[src/rtl/soc_fb_fill_pkg.sv]
// Shared definitions for the framebuffer rectangle-fill engine: register map,
// CTRL bit positions and the fill state encoding.
package soc_fb_fill_pkg;

  localparam logic [2:0] REG_X0    = 3'd0;
  localparam logic [2:0] REG_Y0    = 3'd1;
  localparam logic [2:0] REG_W     = 3'd2;
  localparam logic [2:0] REG_H     = 3'd3;
  localparam logic [2:0] REG_COLOR = 3'd4;
  localparam logic [2:0] REG_CTRL  = 3'd5;

  localparam int CTRL_START_BIT = 0;
  localparam int CTRL_CLR_BIT   = 1;

  // 17 bits so that X0+W and Y0+H never wrap.
  localparam int COORD_W = 17;

  typedef enum logic [1:0] {
    IDLE   = 2'd0,
    SETUP  = 2'd1,
    WRITE  = 2'd2,
    FINISH = 2'd3
  } fill_state_t;

endpackage

[src/rtl/soc_fb_fill_mask.sv]
// Byte-lane enable generator: lane i is set when pixel (word*4 + i) falls
// inside the inclusive span [xs, xe].
module soc_fb_fill_mask
  import soc_fb_fill_pkg::*;
(
  input  logic [COORD_W-1:0] i_word,
  input  logic [COORD_W-1:0] i_xs,
  input  logic [COORD_W-1:0] i_xe,
  output logic [3:0]         o_mask
);

  for (genvar i = 0; i < 4; i++) begin : g_lane
    logic [COORD_W+1:0] w_pix;
    assign w_pix     = {i_word, 2'(i)};
    assign o_mask[i] = (w_pix >= {2'b00, i_xs}) && (w_pix <= {2'b00, i_xe});
  end

endmodule

[src/rtl/soc_fb_fill_engine.sv]
// Rectangle-fill master for the VGA framebuffer: CPU-programmed bounds and
// colour, clipped at start, written one 32-bit word (4 pixels) at a time.
module soc_fb_fill_engine
  import soc_fb_fill_pkg::*;
#(
  parameter int FB_WIDTH      = 640,
  parameter int FB_HEIGHT     = 480,
  parameter int FB_ADDR_WIDTH = 18,
  parameter int FB_BASE_WORD  = 0
)(
  input  logic                     clk,
  input  logic                     res,
  input  logic                     cfg_we,
  input  logic [2:0]               cfg_addr,
  input  logic [31:0]              cfg_wdata,
  output logic [31:0]              cfg_rdata,
  output logic                     busy,
  output logic                     done,
  output logic                     mem_req,
  output logic [FB_ADDR_WIDTH-1:0] mem_addr,
  output logic [31:0]              mem_wdata,
  output logic [3:0]               mem_wmask,
  input  logic                     mem_ack,
  output fill_state_t              dbg_state
);

  localparam logic [COORD_W-1:0]       C_FBW    = COORD_W'(FB_WIDTH);
  localparam logic [COORD_W-1:0]       C_FBH    = COORD_W'(FB_HEIGHT);
  localparam logic [COORD_W-1:0]       C_ONE    = COORD_W'(1);
  localparam logic [FB_ADDR_WIDTH-1:0] C_STRIDE = FB_ADDR_WIDTH'(FB_WIDTH / 4);
  localparam logic [FB_ADDR_WIDTH-1:0] C_BASE   = FB_ADDR_WIDTH'(FB_BASE_WORD);
  localparam logic [FB_ADDR_WIDTH-1:0] C_AONE   = FB_ADDR_WIDTH'(1);

  logic [15:0]              r_x0, r_y0, r_w, r_h;
  logic [7:0]               r_color;
  fill_state_t              r_state;
  logic                     r_busy, r_done, r_req;
  logic [FB_ADDR_WIDTH-1:0] r_addr, r_row_addr;
  logic [31:0]              r_wdata;
  logic [3:0]               r_wmask;
  logic [COORD_W-1:0]       r_xs, r_xe, r_ye, r_y, r_word, r_word_end;

  logic                     w_ctrl_wr, w_start, w_clear, w_empty;
  logic [COORD_W-1:0]       w_x0e, w_y0e, w_xsum, w_ysum, w_xe, w_ye;
  logic [FB_ADDR_WIDTH-1:0] w_first_row;
  logic [COORD_W-1:0]       w_mask_word;
  logic [3:0]               w_mask;
  logic                     w_unused_wdata;

  assign w_ctrl_wr = cfg_we && (cfg_addr == REG_CTRL);
  assign w_start   = w_ctrl_wr && cfg_wdata[CTRL_START_BIT] && !r_busy;
  assign w_clear   = w_ctrl_wr && cfg_wdata[CTRL_CLR_BIT];
  assign w_unused_wdata = ^cfg_wdata[31:16];

  assign w_x0e  = {1'b0, r_x0};
  assign w_y0e  = {1'b0, r_y0};
  assign w_xsum = w_x0e + {1'b0, r_w};
  assign w_ysum = w_y0e + {1'b0, r_h};
  assign w_xe   = ((w_xsum > C_FBW) ? C_FBW : w_xsum) - C_ONE;
  assign w_ye   = ((w_ysum > C_FBH) ? C_FBH : w_ysum) - C_ONE;
  assign w_empty = (r_w == 16'd0) || (r_h == 16'd0) ||
                   (w_x0e >= C_FBW) || (w_y0e >= C_FBH);

  // Constant-coefficient product for the first row only; later rows step
  // the accumulator by one stride.
  assign w_first_row = C_BASE + FB_ADDR_WIDTH'(32'(r_y0) * 32'(FB_WIDTH / 4))
                       + FB_ADDR_WIDTH'(r_x0[15:2]);

  // Mask is registered alongside the address, so look up the word about to be presented.
  assign w_mask_word = (r_state == SETUP) ? (r_xs >> 2) : (r_word + C_ONE);

  soc_fb_fill_mask u_mask (
    .i_word (w_mask_word),
    .i_xs   (r_xs),
    .i_xe   (r_xe),
    .o_mask (w_mask)
  );

  always_ff @(posedge clk or negedge res) begin
    if (!res) begin
      r_x0    <= '0;
      r_y0    <= '0;
      r_w     <= '0;
      r_h     <= '0;
      r_color <= '0;
    end else if (cfg_we && !r_busy) begin
      case (cfg_addr)
        REG_X0:    r_x0    <= cfg_wdata[15:0];
        REG_Y0:    r_y0    <= cfg_wdata[15:0];
        REG_W:     r_w     <= cfg_wdata[15:0];
        REG_H:     r_h     <= cfg_wdata[15:0];
        REG_COLOR: r_color <= cfg_wdata[7:0];
        default:   ;
      endcase
    end
  end

  always_ff @(posedge clk or negedge res) begin
    if (!res) begin
      r_state    <= IDLE;
      r_busy     <= 1'b0;
      r_done     <= 1'b0;
      r_req      <= 1'b0;
      r_addr     <= '0;
      r_wdata    <= '0;
      r_wmask    <= '0;
      r_row_addr <= '0;
      r_xs       <= '0;
      r_xe       <= '0;
      r_ye       <= '0;
      r_y        <= '0;
      r_word     <= '0;
      r_word_end <= '0;
    end else begin
      if (w_clear) r_done <= 1'b0;
      case (r_state)
        IDLE: begin
          if (w_start) begin
            r_done     <= 1'b0;
            r_busy     <= 1'b1;
            r_xs       <= w_x0e;
            r_xe       <= w_xe;
            r_ye       <= w_ye;
            r_y        <= w_y0e;
            r_word_end <= w_xe >> 2;
            r_row_addr <= w_first_row;
            r_state    <= w_empty ? FINISH : SETUP;
          end
        end
        SETUP: begin
          r_req   <= 1'b1;
          r_addr  <= r_row_addr;
          r_wdata <= {4{r_color}};
          r_wmask <= w_mask;
          r_word  <= r_xs >> 2;
          r_state <= WRITE;
        end
        WRITE: begin
          if (mem_ack) begin
            if (r_word != r_word_end) begin
              r_word  <= r_word + C_ONE;
              r_addr  <= r_addr + C_AONE;
              r_wmask <= w_mask;
            end else begin
              r_req <= 1'b0;
              if (r_y != r_ye) begin
                r_y        <= r_y + C_ONE;
                r_row_addr <= r_row_addr + C_STRIDE;
                r_state    <= SETUP;
              end else begin
                r_state <= FINISH;
              end
            end
          end
        end
        FINISH: begin
          r_done  <= 1'b1;
          r_busy  <= 1'b0;
          r_state <= IDLE;
        end
        default: r_state <= IDLE;
      endcase
    end
  end

  always_comb begin
    cfg_rdata = '0;
    case (cfg_addr)
      REG_X0:    cfg_rdata = {16'b0, r_x0};
      REG_Y0:    cfg_rdata = {16'b0, r_y0};
      REG_W:     cfg_rdata = {16'b0, r_w};
      REG_H:     cfg_rdata = {16'b0, r_h};
      REG_COLOR: cfg_rdata = {24'b0, r_color};
      REG_CTRL:  cfg_rdata = {30'b0, r_done, r_busy};
      default:   cfg_rdata = '0;
    endcase
  end

  assign busy      = r_busy;
  assign done      = r_done;
  assign mem_req   = r_req;
  assign mem_addr  = r_addr;
  assign mem_wdata = r_wdata;
  assign mem_wmask = r_wmask;
  assign dbg_state = r_state;

endmodule

[config.mk]
export PLATFORM = sky130hd
export DESIGN_NAME = soc_fb_fill_engine
export DESIGN_NICKNAME = d
export VERILOG_FILES = /design/src/rtl/soc_fb_fill_pkg.sv /design/src/rtl/soc_fb_fill_mask.sv /design/src/rtl/soc_fb_fill_engine.sv
export SDC_FILE = /design/constraint.sdc
export NUM_CORES = 1
export LEC_CHECK = 0
export CAP_MARGIN = 5
export CORE_ASPECT_RATIO = 0.8
export CORE_MARGIN = 1.5
export CORE_UTILIZATION = 50
export CTS_CLUSTER_SIZE = 16
export DETAILED_ROUTE_END_ITERATION = 8
export DONT_BUFFER_PORTS = 1
export MAX_ROUTING_LAYER = met4
export PLACE_DENSITY = 0.65
export SLEW_MARGIN = 20
export SYNTH_ARGS = -nofsm -noshare
export SYNTH_HDL_FRONTEND = slang
export SYNTH_SLANG_ARGS = --single-unit
export TNS_END_PERCENT = 30
[constraint.sdc]
create_clock -name clk -period 5.2 [get_ports clk]
set_input_delay 0.52 -clock clk [delete_from_list [all_inputs] [get_ports clk]]
set_output_delay 0.52 -clock clk [all_outputs]
set_load 0.01 [all_outputs]
; ---- After elaboration in Yosys (flattened, before gate mapping)
; Cells that the tools add are included.
[op_classes]
n_addsub = 9
mul = 1
n_div = 0
magnitude_cmp = 12
n_eq_ne = 15
shift = 0
muxes = 37
bitwise_logic = 0
n_reduce_logical = 31
[ops]
columns = cell, n
row1 = 2-to-1 mux 17 bit, 9
row2 = 2-to-1 mux 18 bit, 6
row3 = one-hot mux 16 bit (6 select lines), 1
row4 = greater-or-equal comparator 19 x 16 -> 1 bit, 4
row5 = <= comparator 19 x 17 -> 1 bit, 4
row6 = one-hot mux 18 bit (2 select lines), 2
row7 = one-hot mux 17 bit (2 select lines), 2
row8 = adder 16 x 16 -> 17 bit, 2
row9 = "adder 17 x 1 -> 17 bit, second input constant", 2
row10 = "subtractor 17 x 1 -> 17 bit, second input constant", 2
row11 = logical NOT 16 bit, 2
row12 = "adder 18 x 1 -> 18 bit, second input constant", 1
row13 = adder 18 x 14 -> 18 bit, 1
row14 = "adder 18 x 8 -> 18 bit, second input constant", 1
row15 = "greater-than comparator 17 x 10 -> 1 bit, second input constant", 1
row16 = "greater-than comparator 17 x 9 -> 1 bit, second input constant", 1
row17 = != test 17 x 15 -> 1 bit, 1
row18 = != test 17 bit, 1
row19 = "greater-or-equal comparator 16 x 10 -> 1 bit, second input constant", 1
row20 = "greater-or-equal comparator 16 x 9 -> 1 bit, second input constant", 1
row21 = "multiplier 16 x 3 -> 13 bit, second input constant", 1
row22 = AND reduction 2 bit, 7
row23 = 2-to-1 mux 2 bit, 5
row24 = "!= test 2 bit, second input constant", 5
row25 = other kinds (18), 42
[word_totals]
reg_bits = 248
latchBits = 0
ram_bits = 0
romBits = 0
inputBits = 39
memories = 0

; ---- Longest topological paths before layout
[depth]
ltp_word = 7
ltp_mapped = 17
mapped_depth_nobuf = 16

; ---- Cells and area by module
; Synthesis repeated with hierarchy kept, for this count alone.
[unflattened]
cells_unflattened = 1612
area_unflattened_um2 = 14860.5
[by_module_without_submodules]
columns = module, n_inst, cells_each, area_per_inst_um2
row1 = soc_fb_fill_engine, 1, 1477, 13917.1
row2 = soc_fb_fill_mask, 1, 135, 943.4

; ---- Worst setup path before layout
; OpenSTA, ideal clock, no wires.
[synth_timing]
path_type = register to register
from = register r_x0[0]
to = register r_xe[8]
setup_time_ps = 83
arrival_ps = 3645
required_ps = 5117
path_slack_ps = 1473
path_stages_with_launch = 16
n_path_buf = 0
period_less_slack_ps = 3727
cell_sequence = dfrtp_1 ha_1 fa_1 a211oi_1 o21ai_1 a2111o_1 a32oi_1 nand4_1 or4_4 nor2_2 nand2_1 ha_1 and4b_1 nor3b_1 a21oi_1 o22ai_1
[synth_via]
elab_chain_cells = 4
[synth_rtl]
columns = element, line_no
row1 = "start, declared", soc_fb_fill_engine.sv:34  ; logic [15:0] r_x0, r_y0, r_w, r_h;
row2 = "start signal, assigned", soc_fb_fill_engine.sv:88  ; REG_X0: r_x0 <= cfg_wdata[15:0];
row3 = adder 16 x 16 -> 17 bit *, soc_fb_fill_engine.sv:57  ; assign w_xsum = w_x0e + {1'b0, r_w};
row4 = greater-than comparator 17 x 10 -> 1 bit, soc_fb_fill_engine.sv:59  ; assign w_xe = ((w_xsum > C_FBW) ? C_FBW : w_xsum) - C_ONE;
row5 = 2-to-1 mux 17 bit *, soc_fb_fill_engine.sv:59
row6 = subtractor 17 x 1 -> 17 bit *, soc_fb_fill_engine.sv:59
row7 = "end signal, assigned", soc_fb_fill_engine.sv:122  ; r_xe <= w_xe;
row8 = "end, declared", soc_fb_fill_engine.sv:41  ; logic [COORD_W-1:0] r_xs, r_xe, r_ye, r_y, r_word, r_word_end;
; Mark *: on every way between the ends. The rest lies on a longest branch, timed or not.
; A chain may end at the register's enable or synchronous reset.

; ---- Final worst setup path
[layout_timing]
from = register r_x0[0]
to = register r_xe[16]
; Same word-level chain as after synthesis.

==> summary.txt <==
DIE
--------------------------------------------------------------------------------------------------------
Number of top-level pins                                                                             130
Initial standard-cell utilization of the core                                                      0.509
Die Width                                                                                         196 um
Number of placement rows                                                                              56
Die Y-Extent                                                                                      157 um
Placeable core region                                                                         29300 um^2
Die area                                                                                      30900 um^2

ROUTE
--------------------------------------------------------------------------------------------------------
Remaining DRCs                                                                                         0
Average wire per cell in the routed design                                                       21.6 um
Final wirelength                                                                                42200 um
Total vias in the final route                                                                      12317
TritonRoute pass-1 iters                                                                               5
First DRT Iteration DRCs                                                                             919
Drt via density                                                                                     6.30
Count of antenna-violating nets left after detailed routing                                            0

CLOCK TREE
--------------------------------------------------------------------------------------------------------
TritonCTS clock tree                                                                                done
Post-CTS clock slew at the launch and capture registers of the worst setup and hold paths        0.06 ns
Clock Path Buffers                                                                                     3
Number of clock sinks                                                                                209
CTS H-tree lvls                                                                                        1
Root buffer cell                                                                               clkbuf_16
Number of CTS-inserted buffers                                                                        24
Post-CTS setup-driven buffer insertion count                                                           0
Insertion delay to the later sink of the worst-skew pair                                         0.53 ns
Number of gates resized after CTS                                                                      0

LOGIC SYNTHESIS
--------------------------------------------------------------------------------------------------------
Synth async-reset ratio                                                                             1.00
Netlist cell types                                                                                    99
Mean instance size in the synthesized netlist                                                  9.24 um^2
Share of cell area taken by muxes after synthesis                                                 0.0923
Yosys Warn Count                                                                                       0
Number of enable flip-flop cells after synthesis                                                       0
Syn Std Cell Area                                                                             14900 um^2
Area share of and/or/nand/nor cells after synthesis                                                0.163
Flip-flop and latch count after synthesis                                                            209
Xor/xnor cell area share of the yosys netlist                                                     0.0538
Post-synthesis compound-gate area fraction                                                         0.190
Sequential-to-total area share from yosys stat                                                     0.351
Largest family of logic cells by synthesized area                                           compound AO/OA/AOI/OAI gates
Number of standard cells after synthesis                                                            1613
Adder and majority gate portion of the synthesized area                                           0.0902
Predominant post-synthesis flop cell                                                             dfrtp_1

GRT
--------------------------------------------------------------------------------------------------------
Via count of the first global-routing pass                                                         11812
Initial antenna violation count                                                                        0
Total routing resource utilization after global routing                                            0.281
Aggregate global routing overflow                                                                      0
Pin count of the biggest net entering global routing                                                 210
Global-route wire length before repair                                                          66100 um

TIMING
--------------------------------------------------------------------------------------------------------
Rel. slew slack                                                                                    0.363
Worst hold slack                                                                               -0.296 ns
Final setup violation count                                                                            0
Setup repair after global routing missed its margin                                                false
Number of hold violations in the final report                                                        209
Least-Margin Pin Slew                                                                           0.953 ns
Setup TNS                                                                                           0 ns
Period minus WS final                                                                            4.29 ns
Final count of pins violating max slew                                                                 0
Highest achievable clock rate                                                                    233 MHz
Setup Skew                                                                                     0.0164 ns
Fraction of the cycle the final worst path needs                                                   0.825

STATUS
--------------------------------------------------------------------------------------------------------
Outcome                                                                                     complete, but fails checks
Violated checks                                                                             negative hold slack

WORST HOLD PATH
--------------------------------------------------------------------------------------------------------
Worst min-delay path class                                                                      in2async

WORST SETUP PATH
--------------------------------------------------------------------------------------------------------
Critical path data arrival time                                                                  4.66 ns
WS Path Type                                                                                     reg2reg
Worst r2r src                                                                               r_x0[0]$_DFFE_PN0P_
Required time of the worst setup path                                                            5.57 ns
Worst Setup Start Kind                                                                          register
Cell family contributing the most delay on the critical path                                simple AND/OR/NAND/NOR gates
Crit. End Element                                                                               register
Critical-path maximum fanout                                                                           8
Number of stages on the worst setup path                                                              14
Register-to-register setup slack                                                                 0.91 ns
Worst Path Buf+Inv                                                                                     0
CP peak stage delay                                                                              0.47 ns
Worst path cell trace                                                                       ha_1 > fa_1 > a211oi_1 > o21ai_1 > a2111o_1 > a32oi_1 > nand4_1 > or4_4 > nor2_2 > nand2_1 > ha_1 > and4b_1 > nand3_1 > o22ai_1
Worst path slowest cell                                                                            or4_4
Reg-to-Reg End                                                                              r_xe[16]$_DFFE_PN0P_
Cell depth of the worst flop-to-flop path                                                             14
CP most frequent cell                                                                               ha_1

FINISH
--------------------------------------------------------------------------------------------------------
Finished layout cell area                                                                     15800 um^2
Ratio of cells with drive above 1 in the final layout                                              0.120
Most common cell after layout, fill and taps aside                                               dfrtp_1
Layout area overhead                                                                               6.30%
Commonest cells after routing, fill and taps aside                                          209 x dfrtp_1, 125 x nand2_1, 102 x a21oi_1
Nets                                                                                                1704

PLACED DESIGN
--------------------------------------------------------------------------------------------------------
IO Port Bufs                                                                                           0
Estimated wirelength of the detail-placed design                                                30300 um
Area of placed instances                                                                      15000 um^2
GP Congestion                                                                                      0.933

POWER
--------------------------------------------------------------------------------------------------------
Power density of the placed cells                                                            752 nW/um^2
Total leakage power                                                                              6.99 nW
Peak supply drop                                                                              0.000404 V

RUN
--------------------------------------------------------------------------------------------------------
Max-capacitance violation count                                                                        0

-- cell families (layout without fill, tap and decap cells) --
kind of cell / after synthesis / in the layout
AO/OA/AOI/OAI: 434 / 434
other: 1 / 17
flip-flops: 209 / 209
XOR/XNOR: 90 / 90
AND/OR/NAND/NOR: 475 / 475
buffers and inverters: 186 / 136
adder cells (fa/ha/maj): 105 / 105
multiplexers: 113 / 113
-- Yosys cell counts, types with 5 or more instances --
library cell  instances  area, um^2
buf_2                14        70.1
a211oi_1             17         128
mux4_2               11         248
nor4_1               21         131
nand4_1              24         150
xor2_1               45         394
and3_1               34         213
mux2i_1              17         170
a2111oi_0             5        43.8
dfrtp_1             209        5230
or2_2                 6        37.5
nor2b_1              25         156
inv_1                70         263
o221ai_1              8        70.1
and4_1                5        43.8
and2_1               10        62.6
nand2b_1             13        81.3
o21ai_0              98         490
o31ai_1              12        90.1
xnor2_1              44         385
a21o_1               29         218
nor3_1               22         110
nand2_1             125         469
buf_4                44         330
a21oi_1             102         510
a22o_1                8        70.1
nand3_1              57         285
o21a_1                9        67.6
a22oi_1               5        37.5
a31oi_1              16         100
mux2_2               85         957
o211ai_1              7        52.6
nor2_1               94         353
ha_1                101        1260
clkbuf_1             52         195
o22ai_1              35         219
or3_1                 8        50.1
o21ai_1              17        85.1
o21bai_1              6        45.0
-- layout make-up --
cell class                 instances  area, um^2
tap                              377         472
clock buffer                      30         684
antenna                            1        2.50
clock inverter                    14         181
multi-input combinational       1233        8850
timing repair buffer              21         158
sequential                       209        5230
inverter                          71         267
fill                            2625       13400
-- through the flow --
stage               setup WS [ns]  utilization  total power (W)  cells
finish                      0.912        0.541           0.0119   1956
global route                0.661        0.541           0.0128   1955
CTS                         0.921        0.541           0.0118   1955
detailed placement          0.952        0.511          0.00994   1911
global placement            0.989        0.511          0.00978   1911
floorplan                    1.47            -          0.00831   1628
-- worst max-delay path by stage --
| stage | startpoint | slack, ns | end |
|---|---|---|---|
| 3_3_place_gp | r_x0[0]$_DFFE_PN0P_ | 0.99 | r_xe[12]$_DFFE_PN0P_ |
| 2_1_floorplan | r_x0[0]$_DFFE_PN0P_ | 1.47 | r_xe[8]$_DFFE_PN0P_ |
| 6_report | r_x0[0]$_DFFE_PN0P_ | 0.91 | r_xe[16]$_DFFE_PN0P_ |
| 4_1_cts | r_x0[0]$_DFFE_PN0P_ | 0.92 | r_xe[12]$_DFFE_PN0P_ |
| 3_5_place_dp | r_x0[0]$_DFFE_PN0P_ | 0.95 | r_xe[12]$_DFFE_PN0P_ |
| 5_1_grt | r_x0[0]$_DFFE_PN0P_ | 0.66 | r_xe[10]$_DFFE_PN0P_ |
-- sequential cells by signal (all words and copies together), names as in the netlist, 16 cells and up --
name / count
mem_addr: 18
r_row_addr: 18
r_xe: 17
r_x0: 16
r_word: 17
r_h: 16
r_y: 17
r_ye: 17
r_xs: 16
r_y0: 16
r_w: 16
-- where the power goes --
part / total [W] / internal, W / switching [W]
clock network: 0.00186 / 0.00113 / 0.000725
registers: 0.00342 / 0.00228 / 0.00114
logic: 0.00663 / 0.00287 / 0.00376
-- layer usage --
layer	global-route usage	part of all wire
met1	0.398	0.47
met2	0.416	0.42
met3	0.0576	0.084
met4	0.0582	0.020
met5	-	0
Note: power is estimated with default switching activity, not from simulation.
